`config.mk`:
```
export PLATFORM = sky130hd
export DESIGN_NAME = ps2_host_tx_q
export DESIGN_NICKNAME = d
export VERILOG_FILES = /design/src/rtl/ps2_pkg.sv /design/src/rtl/ps2_tx_fifo.sv /design/src/rtl/ps2_host_tx_q.sv
export SDC_FILE = /design/constraint.sdc
export NUM_CORES = 1
export LEC_CHECK = 0
export ABC_AREA = 1
export BUFFER_PORTS_ARGS = -buffer_cell sky130_fd_sc_hd__buf_2
export CAP_MARGIN = 0
export CORE_ASPECT_RATIO = 1.5
export CORE_MARGIN = 2
export CORE_UTILIZATION = 51
export DETAILED_ROUTE_END_ITERATION = 8
export PLACE_DENSITY = 0.69
export SLEW_MARGIN = 10
export SYNTH_ARGS = -nofsm -noshare
export SYNTH_HDL_FRONTEND = slang
export SYNTH_SLANG_ARGS = --single-unit
```
`constraint.sdc`:
```
create_clock -name clk -period 5.18 [get_ports clk]
set_clock_uncertainty 0.1 [all_clocks]
set_input_delay 1.554 -clock clk [delete_from_list [all_inputs] [get_ports clk]]
set_output_delay 1.554 -clock clk [all_outputs]
set_load 0.01 [all_outputs]
```
`src/rtl/ps2_pkg.sv`:
```
// Shared types for the PS/2 host transmitter: FSM state encoding,
// error codes and the odd-parity helper.
package ps2_pkg;

    typedef enum logic [2:0] {
        ST_IDLE,
        ST_INHIBIT,
        ST_REQ,
        ST_DATA,
        ST_PARITY,
        ST_STOP,
        ST_ACK,
        ST_WAIT_IDLE
    } ps2_state_e;

    localparam logic [1:0] ERR_NONE    = 2'b00;
    localparam logic [1:0] ERR_NACK    = 2'b01;
    localparam logic [1:0] ERR_TIMEOUT = 2'b10;

    function automatic logic odd_parity(input logic [7:0] b);
        return ~^b;
    endfunction

endpackage

```
`src/rtl/ps2_tx_fifo.sv`:
```
// Command byte queue for the PS/2 transmitter: show-ahead synchronous FIFO.
// A push while full is dropped even if a pop happens in the same cycle.
module ps2_tx_fifo
    import ps2_pkg::*;
#(
    parameter int DEPTH = 4
) (
    input  logic                       clk,
    input  logic                       rst,
    input  logic                       push,
    input  logic [7:0]                 wr_data,
    input  logic                       pop,
    output logic [7:0]                 rd_data,
    output logic                       full,
    output logic                       empty,
    output logic [$clog2(DEPTH):0]     level
);

    localparam int AW = $clog2(DEPTH);

    logic [7:0]    mem_q [DEPTH];
    logic [AW-1:0] wr_ptr_q, wr_ptr_d;
    logic [AW-1:0] rd_ptr_q, rd_ptr_d;
    logic [AW:0]   cnt_q, cnt_d;
    logic          do_push, do_pop;

    always_comb begin
        full     = (cnt_q == (AW+1)'(DEPTH));
        empty    = (cnt_q == '0);
        do_push  = push && !full;
        do_pop   = pop && !empty;
        wr_ptr_d = wr_ptr_q + AW'(do_push);
        rd_ptr_d = rd_ptr_q + AW'(do_pop);
        cnt_d    = cnt_q + (AW+1)'(do_push) - (AW+1)'(do_pop);
    end

    always_ff @(posedge clk or negedge rst) begin
        if (!rst) begin
            wr_ptr_q <= '0;
            rd_ptr_q <= '0;
            cnt_q    <= '0;
        end else begin
            wr_ptr_q <= wr_ptr_d;
            rd_ptr_q <= rd_ptr_d;
            cnt_q    <= cnt_d;
        end
    end

    always_ff @(posedge clk) begin
        if (do_push) mem_q[wr_ptr_q] <= wr_data;
    end

    assign rd_data = mem_q[rd_ptr_q];
    assign level   = cnt_q;

endmodule

```
`src/rtl/ps2_host_tx_q.sv`:
```
// PS/2 host-to-device transmitter with command queue, timeout and ACK check.
// Optional PS2_TX_RETRY_EN: re-run a failed byte up to MAX_RETRY extra times.
module ps2_host_tx_q
    import ps2_pkg::*;
#(
    parameter int FIFO_DEPTH     = 4,
    parameter int INHIBIT_CYCLES = 10000,
    parameter int TIMEOUT_CYCLES = 1500000,
    parameter int SYNC_STAGES    = 2,
    parameter int MAX_RETRY      = 2
) (
    input  logic                          clk,
    input  logic                          rst,
    input  logic                          en,
    input  logic                          wr_valid,
    input  logic [7:0]                    wr_data,
    output logic                          wr_ready,
    input  logic                          ps2_clk_i,
    output logic                          ps2_clk_oe,
    input  logic                          ps2_data_i,
    output logic                          ps2_data_oe,
    output logic                          busy,
    output logic                          sent,
    output logic                          err,
    output logic [1:0]                    err_code,
    output logic [$clog2(FIFO_DEPTH):0]   level
);

    localparam int CMAX = (TIMEOUT_CYCLES > INHIBIT_CYCLES) ?
                          TIMEOUT_CYCLES : INHIBIT_CYCLES;
    localparam int CW   = $clog2(CMAX) + 1;
    localparam logic [CW-1:0] INH_LAST = CW'(INHIBIT_CYCLES - 1);
    localparam logic [CW-1:0] TO_LAST  = CW'(TIMEOUT_CYCLES - 1);

    if (SYNC_STAGES < 2) begin : g_chk_sync
        $error("SYNC_STAGES must be at least 2");
    end
    if (FIFO_DEPTH < 2 || (FIFO_DEPTH & (FIFO_DEPTH - 1)) != 0) begin : g_chk_depth
        $error("FIFO_DEPTH must be a power of two >= 2");
    end
    if (MAX_RETRY < 0 || MAX_RETRY > 3) begin : g_chk_retry
        $error("MAX_RETRY must fit the 2-bit retry counter");
    end

    logic [SYNC_STAGES-1:0] csync_q, csync_d;
    logic [SYNC_STAGES-1:0] dsync_q, dsync_d;
    logic                   cprev_q;
    logic                   clk_s, data_s, fe;

    ps2_state_e    state_q, state_d;
    logic [CW-1:0] cnt_q, cnt_d;
    logic [2:0]    bit_cnt_q, bit_cnt_d;
    logic [7:0]    byte_q, byte_d;
    logic          parity_q, parity_d;
    logic          nack_q, nack_d;
    logic          clk_oe_q, clk_oe_d;
    logic          data_oe_q, data_oe_d;
    logic          sent_q, sent_d;
    logic          err_q, err_d;
    logic [1:0]    code_q, code_d;
`ifdef PS2_TX_RETRY_EN
    logic [1:0]    retry_q, retry_d;
`endif

    logic       pop, full, empty, in_frame, fail;
    logic [1:0] fail_code;
    logic [7:0] rd_data;

    ps2_tx_fifo #(.DEPTH(FIFO_DEPTH)) u_fifo (
        .clk     (clk),
        .rst     (rst),
        .push    (wr_valid),
        .wr_data (wr_data),
        .pop     (pop),
        .rd_data (rd_data),
        .full    (full),
        .empty   (empty),
        .level   (level)
    );

    assign clk_s  = csync_q[SYNC_STAGES-1];
    assign data_s = dsync_q[SYNC_STAGES-1];
    assign fe     = cprev_q & ~clk_s;

    always_comb begin
        csync_d   = {csync_q[SYNC_STAGES-2:0], ps2_clk_i};
        dsync_d   = {dsync_q[SYNC_STAGES-2:0], ps2_data_i};
        state_d   = state_q;
        cnt_d     = cnt_q + 1'b1;
        bit_cnt_d = bit_cnt_q;
        byte_d    = byte_q;
        parity_d  = parity_q;
        nack_d    = nack_q;
        clk_oe_d  = clk_oe_q;
        data_oe_d = data_oe_q;
        sent_d    = 1'b0;
        err_d     = 1'b0;
        code_d    = ERR_NONE;
        pop       = 1'b0;
        fail      = 1'b0;
        fail_code = ERR_NONE;
`ifdef PS2_TX_RETRY_EN
        retry_d   = retry_q;
`endif
        in_frame  = (state_q == ST_REQ) || (state_q == ST_DATA) ||
                    (state_q == ST_PARITY) || (state_q == ST_STOP) ||
                    (state_q == ST_ACK);

        unique case (state_q)
            ST_IDLE: begin
                cnt_d = '0;
                // Holding off while sent/err is showing spaces out frames.
                if (en && !empty && clk_s && data_s && !sent_q && !err_q) begin
                    pop      = 1'b1;
                    byte_d   = rd_data;
                    parity_d = odd_parity(rd_data);
                    clk_oe_d = 1'b1;
                    state_d  = ST_INHIBIT;
`ifdef PS2_TX_RETRY_EN
                    retry_d  = '0;
`endif
                end
            end
            ST_INHIBIT: begin
                if (cnt_q == INH_LAST) begin
                    data_oe_d = 1'b1;
                    cnt_d     = '0;
                    state_d   = ST_REQ;
                end
            end
            ST_REQ: begin
                clk_oe_d = 1'b0;
                if (fe) begin
                    bit_cnt_d = '0;
                    state_d   = ST_DATA;
                end
            end
            ST_DATA: begin
                if (fe) begin
                    data_oe_d = ~byte_q[bit_cnt_q];
                    bit_cnt_d = bit_cnt_q + 3'd1;
                    if (bit_cnt_q == 3'd7) state_d = ST_PARITY;
                end
            end
            ST_PARITY: begin
                if (fe) begin
                    data_oe_d = ~parity_q;
                    state_d   = ST_STOP;
                end
            end
            ST_STOP: begin
                if (fe) begin
                    data_oe_d = 1'b0;
                    state_d   = ST_ACK;
                end
            end
            ST_ACK: begin
                if (fe) begin
                    nack_d  = data_s;
                    state_d = ST_WAIT_IDLE;
                end
            end
            ST_WAIT_IDLE: begin
                if (clk_s && data_s) begin
                    if (!nack_q) begin
                        sent_d  = 1'b1;
                        state_d = ST_IDLE;
                    end else begin
                        fail      = 1'b1;
                        fail_code = ERR_NACK;
                    end
                end
            end
            default: state_d = ST_IDLE;
        endcase

        if (in_frame && fe) cnt_d = '0;
        if (in_frame && cnt_q == TO_LAST) begin
            fail      = 1'b1;
            fail_code = ERR_TIMEOUT;
        end

        if (fail) begin
            clk_oe_d  = 1'b0;
            data_oe_d = 1'b0;
            state_d   = ST_IDLE;
            err_d     = 1'b1;
            code_d    = fail_code;
`ifdef PS2_TX_RETRY_EN
            if (retry_q < 2'(MAX_RETRY)) begin
                retry_d  = retry_q + 2'd1;
                clk_oe_d = 1'b1;
                cnt_d    = '0;
                state_d  = ST_INHIBIT;
                err_d    = 1'b0;
                code_d   = ERR_NONE;
            end
`endif
        end
    end

    always_ff @(posedge clk or negedge rst) begin
        if (!rst) begin
            csync_q   <= '1;
            dsync_q   <= '1;
            cprev_q   <= 1'b1;
            state_q   <= ST_IDLE;
            cnt_q     <= '0;
            bit_cnt_q <= '0;
            byte_q    <= '0;
            parity_q  <= 1'b0;
            nack_q    <= 1'b0;
            clk_oe_q  <= 1'b0;
            data_oe_q <= 1'b0;
            sent_q    <= 1'b0;
            err_q     <= 1'b0;
            code_q    <= ERR_NONE;
`ifdef PS2_TX_RETRY_EN
            retry_q   <= '0;
`endif
        end else begin
            csync_q   <= csync_d;
            dsync_q   <= dsync_d;
            cprev_q   <= clk_s;
            state_q   <= state_d;
            cnt_q     <= cnt_d;
            bit_cnt_q <= bit_cnt_d;
            byte_q    <= byte_d;
            parity_q  <= parity_d;
            nack_q    <= nack_d;
            clk_oe_q  <= clk_oe_d;
            data_oe_q <= data_oe_d;
            sent_q    <= sent_d;
            err_q     <= err_d;
            code_q    <= code_d;
`ifdef PS2_TX_RETRY_EN
            retry_q   <= retry_d;
`endif
        end
    end

    assign wr_ready    = !full;
    assign ps2_clk_oe  = clk_oe_q;
    assign ps2_data_oe = data_oe_q;
    assign busy        = (state_q != ST_IDLE);
    assign sent        = sent_q;
    assign err         = err_q;
    assign err_code    = code_q;

endmodule

```
; ---- Yosys cells after proc, flatten, opt, wreduce, memory -nomap -nowiden
; Memory sizes are Yosys's and may differ from the RTL's.
; Cells that the tools add are included.
[totals]
inputBits = 14
ram_bits = 32
n_memories = 1
regBits = 56
out_inout_bits = 11
[op_classes]
n_eq_ne = 23
n_reduce_logical = 31
addsub = 6
order_cmp = 1
n_bitwise = 4
n_mux = 46
[memory_table]
columns = name, words, word_bits, read_ports, rd_clocked_by_memory_dff, wr, line
row1 = u_fifo.mem_q, 4, 8, 1, 0, 1, ps2_tx_fifo.sv:21  ; logic [7:0] mem_q [DEPTH];
[op_table]
columns = operator, n
row1 = 22-bit two-way mux, 2
row2 = 22-bit case mux with 2 select lines, 1
row3 = 3-bit two-way mux, 13
row4 = 3-bit inequality test (second input constant), 9
row5 = 3-bit case mux with 8 select lines, 1
row6 = 1-bit two-way mux, 23
row7 = 22-bit by 1-bit adder with 22-bit output (second input constant), 1
row8 = 22-bit by 14-bit equality test with 1-bit output (second input constant), 1
row9 = 22-bit by 21-bit equality test with 1-bit output (second input constant), 1
row10 = 3-bit equality test (second input constant), 6
row11 = 1-bit logical AND, 10
row12 = 10-bit AND reduction, 1
row13 = 8-bit XNOR reduction, 1
row14 = 3-bit by 2-bit equality test with 1-bit output (second input constant), 2
row15 = 3-bit zero test, 2
row16 = 3-bit case mux with 2 select lines, 1
row17 = 2-bit AND reduction, 3
row18 = 3-bit nonzero test, 2
row19 = 5-bit AND reduction, 1
row20 = 5-bit nonzero test, 1
row21 = 2-bit by 1-bit adder with 2-bit output, 2
row22 = 1-bit zero test, 4
row23 = 1-bit logical OR, 4
row24 = 3-bit by 4-bit < comparator with 1-bit output (second input constant), 1
row25 = 14 further kinds, 18

; ---- Logic depth before layout (Yosys ltp)
; Gate-level depths: netlist of run 1.
[logic_depth]
word_depth = 11
depth_mapped = 15
depth_no_buf = 13

; ---- Modules after synthesis
; From an unflattened synthesis of run 1, not the netlist that was laid out.
[hier_totals]
hier_cells = 497
hier_area_um2 = 4403.0
[by_module_without_submodules]
columns = module, n_inst, area_each_um2, cells_per_inst, seq_area_each_um2
row1 = ps2_host_tx_q, 1, 2773.9, 366, 1232.4
row2 = ps2_tx_fifo, 1, 1629.1, 131, 1136.1

; ---- Worst setup path before layout of run 1
; OpenSTA, ideal clock, no wires.
[synth_timing]
path_type = in2reg
from = in en
to = reg u_fifo.cnt_q[2], in the netlist u_fifo.level[2]
path_buffers = 0
setup_time_ns = 0.129
path_stages = 9
arrival_ns = 2.958
setup_slack_ns = 1.993
path_cell_list = nand4_1 > nor2_2 > ha_1 > inv_1 > ha_1 > inv_1 > fa_1 > xnor2_1 > xor2_1
[synth_via]
elab_chain_cells = 9
[synth_rtl]
columns = element, line
row1 = from (decl), ps2_host_tx_q.sv:14  ; input logic en,
row2 = 1-bit logical AND (5 in a row), ps2_host_tx_q.sv:113  ; if (en && !empty && clk_s && data_s && !sent_q && !err_q) begin
row3 = 1-bit two-way mux, ps2_host_tx_q.sv:113
row4 = 1-bit two-way mux, ps2_host_tx_q.sv:109  ; unique case (state_q)
row5 = 1-bit logical AND, ps2_tx_fifo.sv:31  ; do_pop = pop && !empty;
row6 = 3-bit by 1-bit subtractor with 3-bit output, ps2_tx_fifo.sv:34  ; cnt_d = cnt_q + (AW+1)'(do_push) - (AW+1)'(do_pop);
row7 = named net u_fifo.cnt_d[2], ps2_tx_fifo.sv:24  ; logic [AW:0] cnt_q, cnt_d;
row8 = to (signal assigned), ps2_tx_fifo.sv:45  ; cnt_q <= cnt_d;
row9 = to (decl), ps2_tx_fifo.sv:24
; The timed path passes the listed nets, and every way through them passes these cells.
; A chain may end at the register's enable or synchronous reset.

; ---- Final worst setup path of run 1
; Ends and elaborated chain as after synthesis.

==> results of run 1 <==
power groups by stage:
stage	Combinational, mW	Clock (mW)	Sequential, mW
global placement	0.829	0	1.03
detailed placement	0.862	0	1.04
finish	0.850	0.623	1.02
floorplan	0.727	0	0.977
global route	1.01	0.671	1.05
CTS	0.864	0.640	1.02
layout by cell type (no fill, tap or decap), drive strengths merged:
| cell type | instances |
|---|---|
| buf | 25 |
| nand3b | 4 |
| xnor2 | 2 |
| nor3 | 15 |
| xor2 | 16 |
| ha | 7 |
| edfxtp | 32 |
| nand2 | 174 |
| inv | 64 |
| o21a | 1 |
| a21oi | 1 |
| dfstp | 5 |
| nand3 | 48 |
| dfrtp | 51 |
| clkbuf | 9 |
| o32ai | 1 |
| nor2 | 66 |
| clkinv | 2 |
| o21ai | 15 |
| nor4 | 2 |
| nand4 | 11 |
| fa | 1 |
final timing paths:
kind,start,end
max in group asynchronous,rst,cnt_q[9]
max,en,u_fifo.level[2]
min reg2reg,csync_q[0],csync_q[1]
max reg2reg,csync_q[1],u_fifo.level[2]
min in group asynchronous,rst,err_code[0]
min,csync_q[0],csync_q[1]
cells by family (layout without fill, tap and decap cells):
group | Yosys count | after routing | synth area share (%)
adders and majority gates | 8 | 8 | 2.45
AOI/OAI and AO/OA | 18 | 18 | 2.28
xor gates and xnor gates | 18 | 18 | 3.58
DFF | 88 | 88 | 53.9
buffers and inverters | 71 | 100 | 6.51
and+or+nand+nor | 320 | 320 | 31.3
layout make-up:
class	count	area, um^2
clock buffer	9	225
fill	765	3520
multi-input combinational	364	1750
sequential	88	2370
inverter	59	221
timing repair buffer	25	128
tap	107	134
clock inverter	7	58.8
sequential cells by signal (all words and copies together), names as in the netlist, 3 cells and up:
signal / cells
u_fifo.level: 3
byte_q: 8
cnt_q: 22
u_fifo.mem_q: 32
state_q: 3
bit_cnt_q: 3
worst max-delay path, cell delays in order:
cell and delay, ps:
sky130_fd_sc_hd__buf_2 70, sky130_fd_sc_hd__nand4_1 120, sky130_fd_sc_hd__nor2_2 240, sky130_fd_sc_hd__ha_1 280
sky130_fd_sc_hd__inv_1 50, sky130_fd_sc_hd__ha_1 130, sky130_fd_sc_hd__inv_1 50, sky130_fd_sc_hd__fa_1 370
sky130_fd_sc_hd__xnor2_1 180, sky130_fd_sc_hd__xor2_1 170
metrics by stage:
stage          hold slack, ps  util (%)  cell area, um^2  std cells
2_1_floorplan             245         -             4400        523
3_3_place_gp              246      54.6             4590        643
3_5_place_dp              251      54.6             4590        643
4_1_cts                   262      58.0             4880        659
5_1_grt                   264      58.1             4890        659
6_report                  258      58.1             4890        659
routing by layer:
metal / global-route usage, % / vias to the layer above
li1: - / 1724
met1: 22.8 / 1586
met2: 35.1 / 37
met3: 4.37 / 4
met4: 6.89 / 0
met5: 0 / -
==> impl_metrics.ini, run 1 <==
[pwr]
combinationalPowerShare_pct = 34.1
power_report.internal_total_mw = 1.51
power.sequential.fraction_pct = 40.9
power_density_relative_to_cell_area_nw_per_um2 = 510
worst_ir_drop_vdd_mv = 0.345
power.share.clock_pct = 25.0
power.switching_mw = 0.980
netSwitchingFraction_pct = 39.3
cellLeakagePower_nw = 2.29
post-layout-total-power_mw = 2.49

[clocking]
clkSlewWorstSetupHoldPaths_ps = 70
clock_sinks = 88
cts_buf_count = 9
clock_tree.buffer_depth = 2
cts-resized-gates = 0
root_buffer_selected_by_cts = sky130_fd_sc_hd__clkbuf_16
clock_latency_ps = 340
cts.hold.buffers_added = 0
cts_tree = yes
postcts_setup_bufs = 0
cts.htree.levels = 3

[global_routing]
antenna_violations_before_repair = 0
grt_first_pass_wirelength_um = 14600
global_route.usage.total_pct = 19.7
globalRouteOverflowTotal = 0
vias_in_the_first_global_route = 3339
maximum_number_of_pins_on_one_net_before_global_route_repair = 57

[sta]
worst_slew_pin_slew_ps = 1060
timing.setup.tns_ps = 0
final_clock_period_utilization_by_the_worst_path_pct = 58.6
slew_headroom_pct = 28.6
period_needed_ps = 3040
timing.final.max_slew_violations = 0
fmax_ghz = 0.329
report.final.hold_viol_count = 0
timing.final.ws_setup_ps = 2140
grt_setup_unrepaired = no
setup_viol = 0

[setup_path]
cp_data_required_time_ps = 5350
worst-path-max-fanout = 5
startpoint_type = primary input
crit_end_element = flip-flop
timing.critical_path.arrival_ps = 3200
path_class = in -> reg
r2r.worst_path.cells = 11
worst-r2r-setup-slack_ps = 2620

[synth]
most_frequently_used_cell_type_in_the_post_synthesis_netlist = sky130_fd_sc_hd__nand2_1
yosys_warnings = 0
post_synth_inst_count = 523
total_nets_after_synthesis = 545
postSynthAreaPerCell_um2 = 8.41
synthArstFlopShare_pct = 63.6
synth_ff_type = sky130_fd_sc_hd__dfrtp_1
yosysTopAreaCell = sky130_fd_sc_hd__dfrtp_1
netlist_top_cells_area = sky130_fd_sc_hd__dfrtp_1 29%, sky130_fd_sc_hd__edfxtp_1 22%, sky130_fd_sc_hd__nand2_1 15%
area_fraction_of_the_dominant_cell_type_after_synthesis_pct = 29.0
synthTopCellsByCount = 173 x sky130_fd_sc_hd__nand2_1, 60 x sky130_fd_sc_hd__nor2_1, 51 x sky130_fd_sc_hd__dfrtp_1
flip_flop_and_latch_count_after_synthesis = 88
synth_edf_count = 32
mappedNetlistArea_um2 = 4400
seq_area_frac_synth_pct = 53.9
yosysUniqueCellTypes = 32

[drt]
wl_met1_um = 3360
vias_per_cell = 5.08
ant_nets = 0
routed-wl-met3_um = 192
detail_route.first_pass.iterations = 5
vias = 3351
top_layer_used = met4
routed-wl-met2_um = 4580
avgRoutedWirePerCell_um = 12.4
drt-initial-drc-count = 120
route.final.wire_length_um = 8190
post-route-drc-count = 0

[min_path]
min_path_type = reg -> reg
worstHoldPathCells = 0

[cells_and_area]
fin_nets = 569
num_antenna_cells = 0
ratio_of_cells_with_drive_above_1_in_the_final_layout_pct = 12.7
layout_stage_area_growth_over_the_synthesis_result_pct = 11.2

[floorplanning]
core-area_um2 = 8410
floorplan.initialDensity_pct = 52.3
pin_count = 25
floorplan.rows = 41
die_height_um = 118
fp.dieArea_um2 = 9400
floorplan.die.width_um = 79.8

[place]
preCtsSetupSlack_ps = 1730
io_buffers = 24
dpl.hpwl_um = 6160
finalWeightedCongestion = 0.881

[flow_run]
maxCapViolations = 0

[outcome]
outcome = finished clean
No activity file was read; power rests on OpenSTA's default activity.
==> run 2: changes to the inputs <==
PLACE_DENSITY = 0.71   (was 0.69)
clock period = 2.5 ns   (was 5.18 ns; I/O delays follow)
==> run 2 against run 1 <==
Global-route usage decreased by 0.57 points. Worst setup slack got worse by 2000 ps. Final area increased by 1.4%. Cell count increased by 1.1%. Largest power group unchanged.
==> impl_metrics.ini, run 2 (synthesis gave the netlist of run 1 again) <==
[place]
finalWeightedCongestion = 0.868
post_dp_cell_area_um2 = 4660
dpl.hpwl_um = 6300
io_buffers = 24
preCtsSetupSlack_ps = -2.22

[sta]
report.final.hold_viol_count = 0
worst_slew_pin_slew_ps = 944
timing.final.ws_setup_ps = 157
grt_setup_unrepaired = no
setup_viol = 0
slew_headroom_pct = 37.1
final_clock_period_utilization_by_the_worst_path_pct = 93.7
period_needed_ps = 2340
fmax_ghz = 0.427
timing.final.max_slew_violations = 0

[clocking]
postcts_setup_bufs = 0
cts_tree = yes
root_buffer_selected_by_cts = sky130_fd_sc_hd__clkbuf_16
clock_sinks = 88
clock_latency_ps = 340
clkSlewWorstSetupHoldPaths_ps = 60
cts.hold.buffers_added = 0
cts-resized-gates = 0
cts.htree.levels = 3
clock_tree.buffer_depth = 2
cts_buf_count = 9

[global_routing]
global_route.usage.total_pct = 19.1
maximum_number_of_pins_on_one_net_before_global_route_repair = 34
antenna_violations_before_repair = 0
grt_first_pass_wirelength_um = 14100
vias_in_the_first_global_route = 3254
globalRouteOverflowTotal = 0

[setup_path]
cpLargestDelayFamily = adder cells
r2r.worst_path.cells = 11
worstReg2RegStart = csync_q[1]
worst-path-max-fanout = 3
worst-r2r-setup-slack_ps = 160
crit_chain = nand2_2 -> inv_2 -> nand4_1 -> nor2_2 -> ha_1 -> inv_1 -> ha_1 -> inv_1 -> fa_2 -> xnor2_1 -> xor2_1
cp_data_required_time_ps = 2660
worst_path_largest_cell_delay_ps = 550
path_class = reg -> reg
crit_start = csync_q[1]
timing.critical_path.arrival_ps = 2500
crit_end_element = flip-flop
crit_buf_inv = 3
startpoint_type = flip-flop
critPathSlowestCell = sky130_fd_sc_hd__dfstp_2
critical_path.reg2reg.endpoint = u_fifo.level[2]

[min_path]
hold-path-endpoint = dsync_q[1]
worstHoldPathCells = 0
min_path_type = reg -> reg
worstHoldStart = dsync_q[0]

[pwr]
power_density_relative_to_cell_area_nw_per_um2 = 1060
worst_ir_drop_vdd_mv = 0.635
cellLeakagePower_nw = 2.33

[floorplanning]
floorplan.initialDensity_pct = 52.3
floorplan.rows = 41
fp.dieArea_um2 = 9400
die_height_um = 118
floorplan.die.width_um = 79.8
pin_count = 25
core-area_um2 = 8410

[cells_and_area]
reg_top3 = u_fifo.mem_q: 32 flops, cnt_q: 22 flops, byte_q: 8 flops
largest-register = u_fifo.mem_q
fin_area_um2 = 4950
layout_common_cells = 172 x sky130_fd_sc_hd__nand2_1, 60 x sky130_fd_sc_hd__nor2_1, 51 x sky130_fd_sc_hd__dfrtp_1
ff_latch_area_um2 = 2370
flip_flop_count_of_the_largest_register_after_layout = 32
ratio_of_cells_with_drive_above_1_in_the_final_layout_pct = 13.6
nFillCells = 756
fin_nets = 576
most_common_cell_after_layout_fill_and_taps_aside = sky130_fd_sc_hd__nand2_1
multiInputGateArea_um2 = 1750
num_antenna_cells = 0
layout_stage_area_growth_over_the_synthesis_result_pct = 12.7

[drt]
vias = 3396
routed-wl-met2_um = 4790
routed-wl-met3_um = 197
route.final.wire_length_um = 8370
ant_nets = 0
top_layer_used = met4
detail_route.first_pass.iterations = 4
avgRoutedWirePerCell_um = 12.6
wl_met1_um = 3260
vias_per_cell = 5.10
drt-initial-drc-count = 114
post-route-drc-count = 0

[outcome]
outcome = finished clean

[flow_run]
maxCapViolations = 0
-- run 2: cell type report --
type / count / share of cell area (%)
Sequential cell: 88 / 47.8
Multi-Input combinational cell: 364 / 35.3
Clock buffer: 10 / 4.62
Inverter: 59 / 4.47
Timing Repair Buffer: 32 / 3.89
Tap cell: 107 / 2.70
Clock inverter: 6 / 1.24
-- run 2: report_power, final --
group | internal (mW) | switching (mW)
Clock | 0.770 | 0.531
Combinational | 0.658 | 1.22
Sequential | 1.83 | 0.259
Total | 3.26 | 2.01
-- run 2: how the worst max path moves through the flow --
stage / slack (ps) / depth (start not counted) / to
3_3_place_gp: 90 / 10 / u_fifo.level[2]
6_report: 160 / 11 / u_fifo.level[2]
5_1_grt: 20 / 11 / u_fifo.level[2]
3_5_place_dp: -2 / 10 / u_fifo.level[2]
2_1_floorplan: 120 / 9 / u_fifo.level[2]
4_1_cts: 60 / 11 / u_fifo.level[2]
-- run 2: stage by stage --
stage / util, % / setup TNS [ps] / cells / hold WS [ps] / total power, mW
after global placement: 55.4 / 0 / 650 / 247 / 3.92
after CTS: 58.8 / 0 / 666 / 256 / 5.31
after global routing: 58.9 / 0 / 666 / 262 / 5.69
after detailed placement: 55.4 / -2.22 / 650 / 247 / 3.99
final: 58.9 / 0 / 666 / 255 / 5.27
after floorplan: - / 0 / 523 / 245 / 3.53
-- run 2: worst reg2reg max path, delay by kind of cell, from the launching register on --
family | cells | cell delay, ps
adder cells (fa/ha/maj) | 3 | 710
buffers and inverters | 3 | 180
flip-flops | 1 | 550
XOR/XNOR | 2 | 350
AND/OR/NAND/NOR | 3 | 370
-- run 2: metal layers --
layer / global-route usage, % / vias to the layer above
li1: - / 1736
met1: 19.5 / 1610
met2: 36.7 / 39
met3: 4.37 / 11
met4: 6.67 / 0
met5: 0 / -
==> run 3: changes to the inputs <==
PLACE_DENSITY = 0.69   (was 0.71)
clock period = 2.4 ns   (was 2.5 ns; I/O delays follow)
==> run 3 against run 2 <==
Maximum frequency rose by 0.33%. Worst hold slack lost 7.2 ps. Clock-buffer cell count up 4. Non-clock buffer count increased by 10. Utilization is 0.59 points higher. Via count up 2.0%. Critical path type unchanged. Combinational power increased by 9%. Critical path depth did not move. Largest cell class unchanged.
==> impl_metrics.ini, run 3 (synthesis gave the netlist of run 1 again) <==
[floorplanning]
core-area_um2 = 8410
floorplan.initialDensity_pct = 52.3
floorplan.die.width_um = 79.8
floorplan.rows = 41
die_height_um = 118
pin_count = 25
fp.dieArea_um2 = 9400

[clocking]
clock_sinks = 88
clock_latency_ps = 330
clock_tree.buffer_depth = 2
cts_buf_count = 9
root_buffer_selected_by_cts = sky130_fd_sc_hd__clkbuf_16
cts_tree = yes
clkSlewWorstSetupHoldPaths_ps = 60
cts.htree.levels = 3

[drt]
post-route-drc-count = 0
drt-initial-drc-count = 173
vias = 3464
avgRoutedWirePerCell_um = 12.5
route.final.wire_length_um = 8480
detail_route.first_pass.iterations = 5
ant_nets = 0
vias_per_cell = 5.12

[setup_path]
worst-r2r-setup-slack_ps = 60
worst-path-max-fanout = 2
path_class = reg -> reg
crit_chain = nand2_2 -> inv_2 -> nand4_1 -> nor2_2 -> ha_1 -> inv_1 -> ha_2 -> inv_2 -> fa_2 -> xnor2_2 -> xor2_1
startpoint_type = flip-flop
critical_path.reg2reg.endpoint = u_fifo.level[2]
worstReg2RegStart = csync_q[1]
crit_end_element = flip-flop
worst_path_largest_cell_delay_ps = 540
critPathSlowestCell = sky130_fd_sc_hd__dfstp_2
crit_path_frequent_cell = sky130_fd_sc_hd__inv_2
cp_data_required_time_ps = 2510
r2r.worst_path.cells = 11
timing.critical_path.arrival_ps = 2450

[pwr]
worst_ir_drop_vdd_mv = 0.625
cellLeakagePower_nw = 2.36
power_density_relative_to_cell_area_nw_per_um2 = 1080

[cells_and_area]
layout_common_cells = 172 x sky130_fd_sc_hd__nand2_1, 59 x sky130_fd_sc_hd__nor2_1, 51 x sky130_fd_sc_hd__dfrtp_1
largest-register = u_fifo.mem_q
flip_flop_count_of_the_largest_register_after_layout = 32
num_antenna_cells = 0
reg_top3 = u_fifo.mem_q: 32 flops, cnt_q: 22 flops, byte_q: 8 flops
most_common_cell_after_layout_fill_and_taps_aside = sky130_fd_sc_hd__nand2_1
layout_stage_area_growth_over_the_synthesis_result_pct = 13.8
fin_nets = 586
ratio_of_cells_with_drive_above_1_in_the_final_layout_pct = 15.1
fin_area_um2 = 5000

[global_routing]
antenna_violations_before_repair = 0
globalRouteOverflowTotal = 0
vias_in_the_first_global_route = 3537
maximum_number_of_pins_on_one_net_before_global_route_repair = 29
global_route.usage.total_pct = 20.3
grt_first_pass_wirelength_um = 15100

[place]
io_buffers = 24
preCtsSetupSlack_ps = -42.8
finalWeightedCongestion = 0.893
post_dp_cell_area_um2 = 4700
dpl.hpwl_um = 6390

[sta]
worst_slew_pin_slew_ps = 911
setup_viol = 0
report.final.hold_viol_count = 0
fmax_ghz = 0.428
grt_setup_unrepaired = yes
timing.final.ws_setup_ps = 64.9
period_needed_ps = 2340
slew_headroom_pct = 39.3
timing.final.max_slew_violations = 0
final_clock_period_utilization_by_the_worst_path_pct = 97.3

[flow_run]
maxCapViolations = 0

[outcome]
outcome = finished clean

[min_path]
min_path_type = in -> async
==> run 3: what timing repair did <==
item,CTS,global route
buffers inserted,0,5
resized for setup,0,7
endpoints found under the setup margin,0,1
hold buffers,0,0
==> run 3: area by class of cell <==
class / count / area, um^2
clock inverters: 2 / 8.76
clock buffers: 14 / 244
repair buffers: 42 / 268
flip-flops and latches: 88 / 2370
well taps: 107 / 134
multi-input cells: 364 / 1760
fillers: 772 / 3410
inverters: 59 / 221
==> run 3: worst max path at each step <==
stage	startpoint	to	depth (start not counted)
2_1_floorplan	en	u_fifo.level[2]	9
3_3_place_gp	en	u_fifo.level[2]	10
3_5_place_dp	en	u_fifo.level[2]	10
4_1_cts	csync_q[1]	u_fifo.level[2]	11
5_1_grt	csync_q[1]	u_fifo.level[2]	11
6_report	csync_q[1]	u_fifo.level[2]	11
==> run 3: metrics by stage <==
| step | hold WS [ps] | setup TNS (ps) | util, % | total power [mW] | std cells |
|---|---|---|---|---|---|
| after floorplan | 245 | 0 | - | 3.68 | 523 |
| after global placement | 246 | 0 | 55.8 | 4.11 | 655 |
| after detailed placement | 250 | -42.8 | 55.8 | 4.19 | 655 |
| after CTS | 255 | 0 | 58.8 | 5.43 | 671 |
| after global routing | 253 | -70.3 | 59.5 | 5.89 | 676 |
| final | 248 | 0 | 59.5 | 5.40 | 676 |
==> run 3: where the power goes <==
part	total (mW)	switching [mW]	leakage (nW)	internal [mW]
Combinational	2.05	1.31	1.22	0.731
Sequential	2.14	0.233	1.02	1.91
Clock	1.21	0.512	0.122	0.697
==> run 3: worst max-delay path, delay by kind of cell (launching register included) <==
kind | cells | cell delay [ps]
xor gates and xnor gates | 2 | 310
adders and majority gates | 3 | 770
buffers and inverters | 3 | 170
DFF | 1 | 540
and+or+nand+nor | 3 | 330
==> run 3: routing by layer <==
| layer | wire, um | global-route usage [%] | up-vias |
|---|---|---|---|
| li1 | - | - | 1753 |
| met1 | 3300 | 21.6 | 1640 |
| met2 | 4780 | 37.8 | 58 |
| met3 | 210 | 3.53 | 13 |
| met4 | 194 | 9.32 | 0 |
| met5 | 0 | 0 | - |
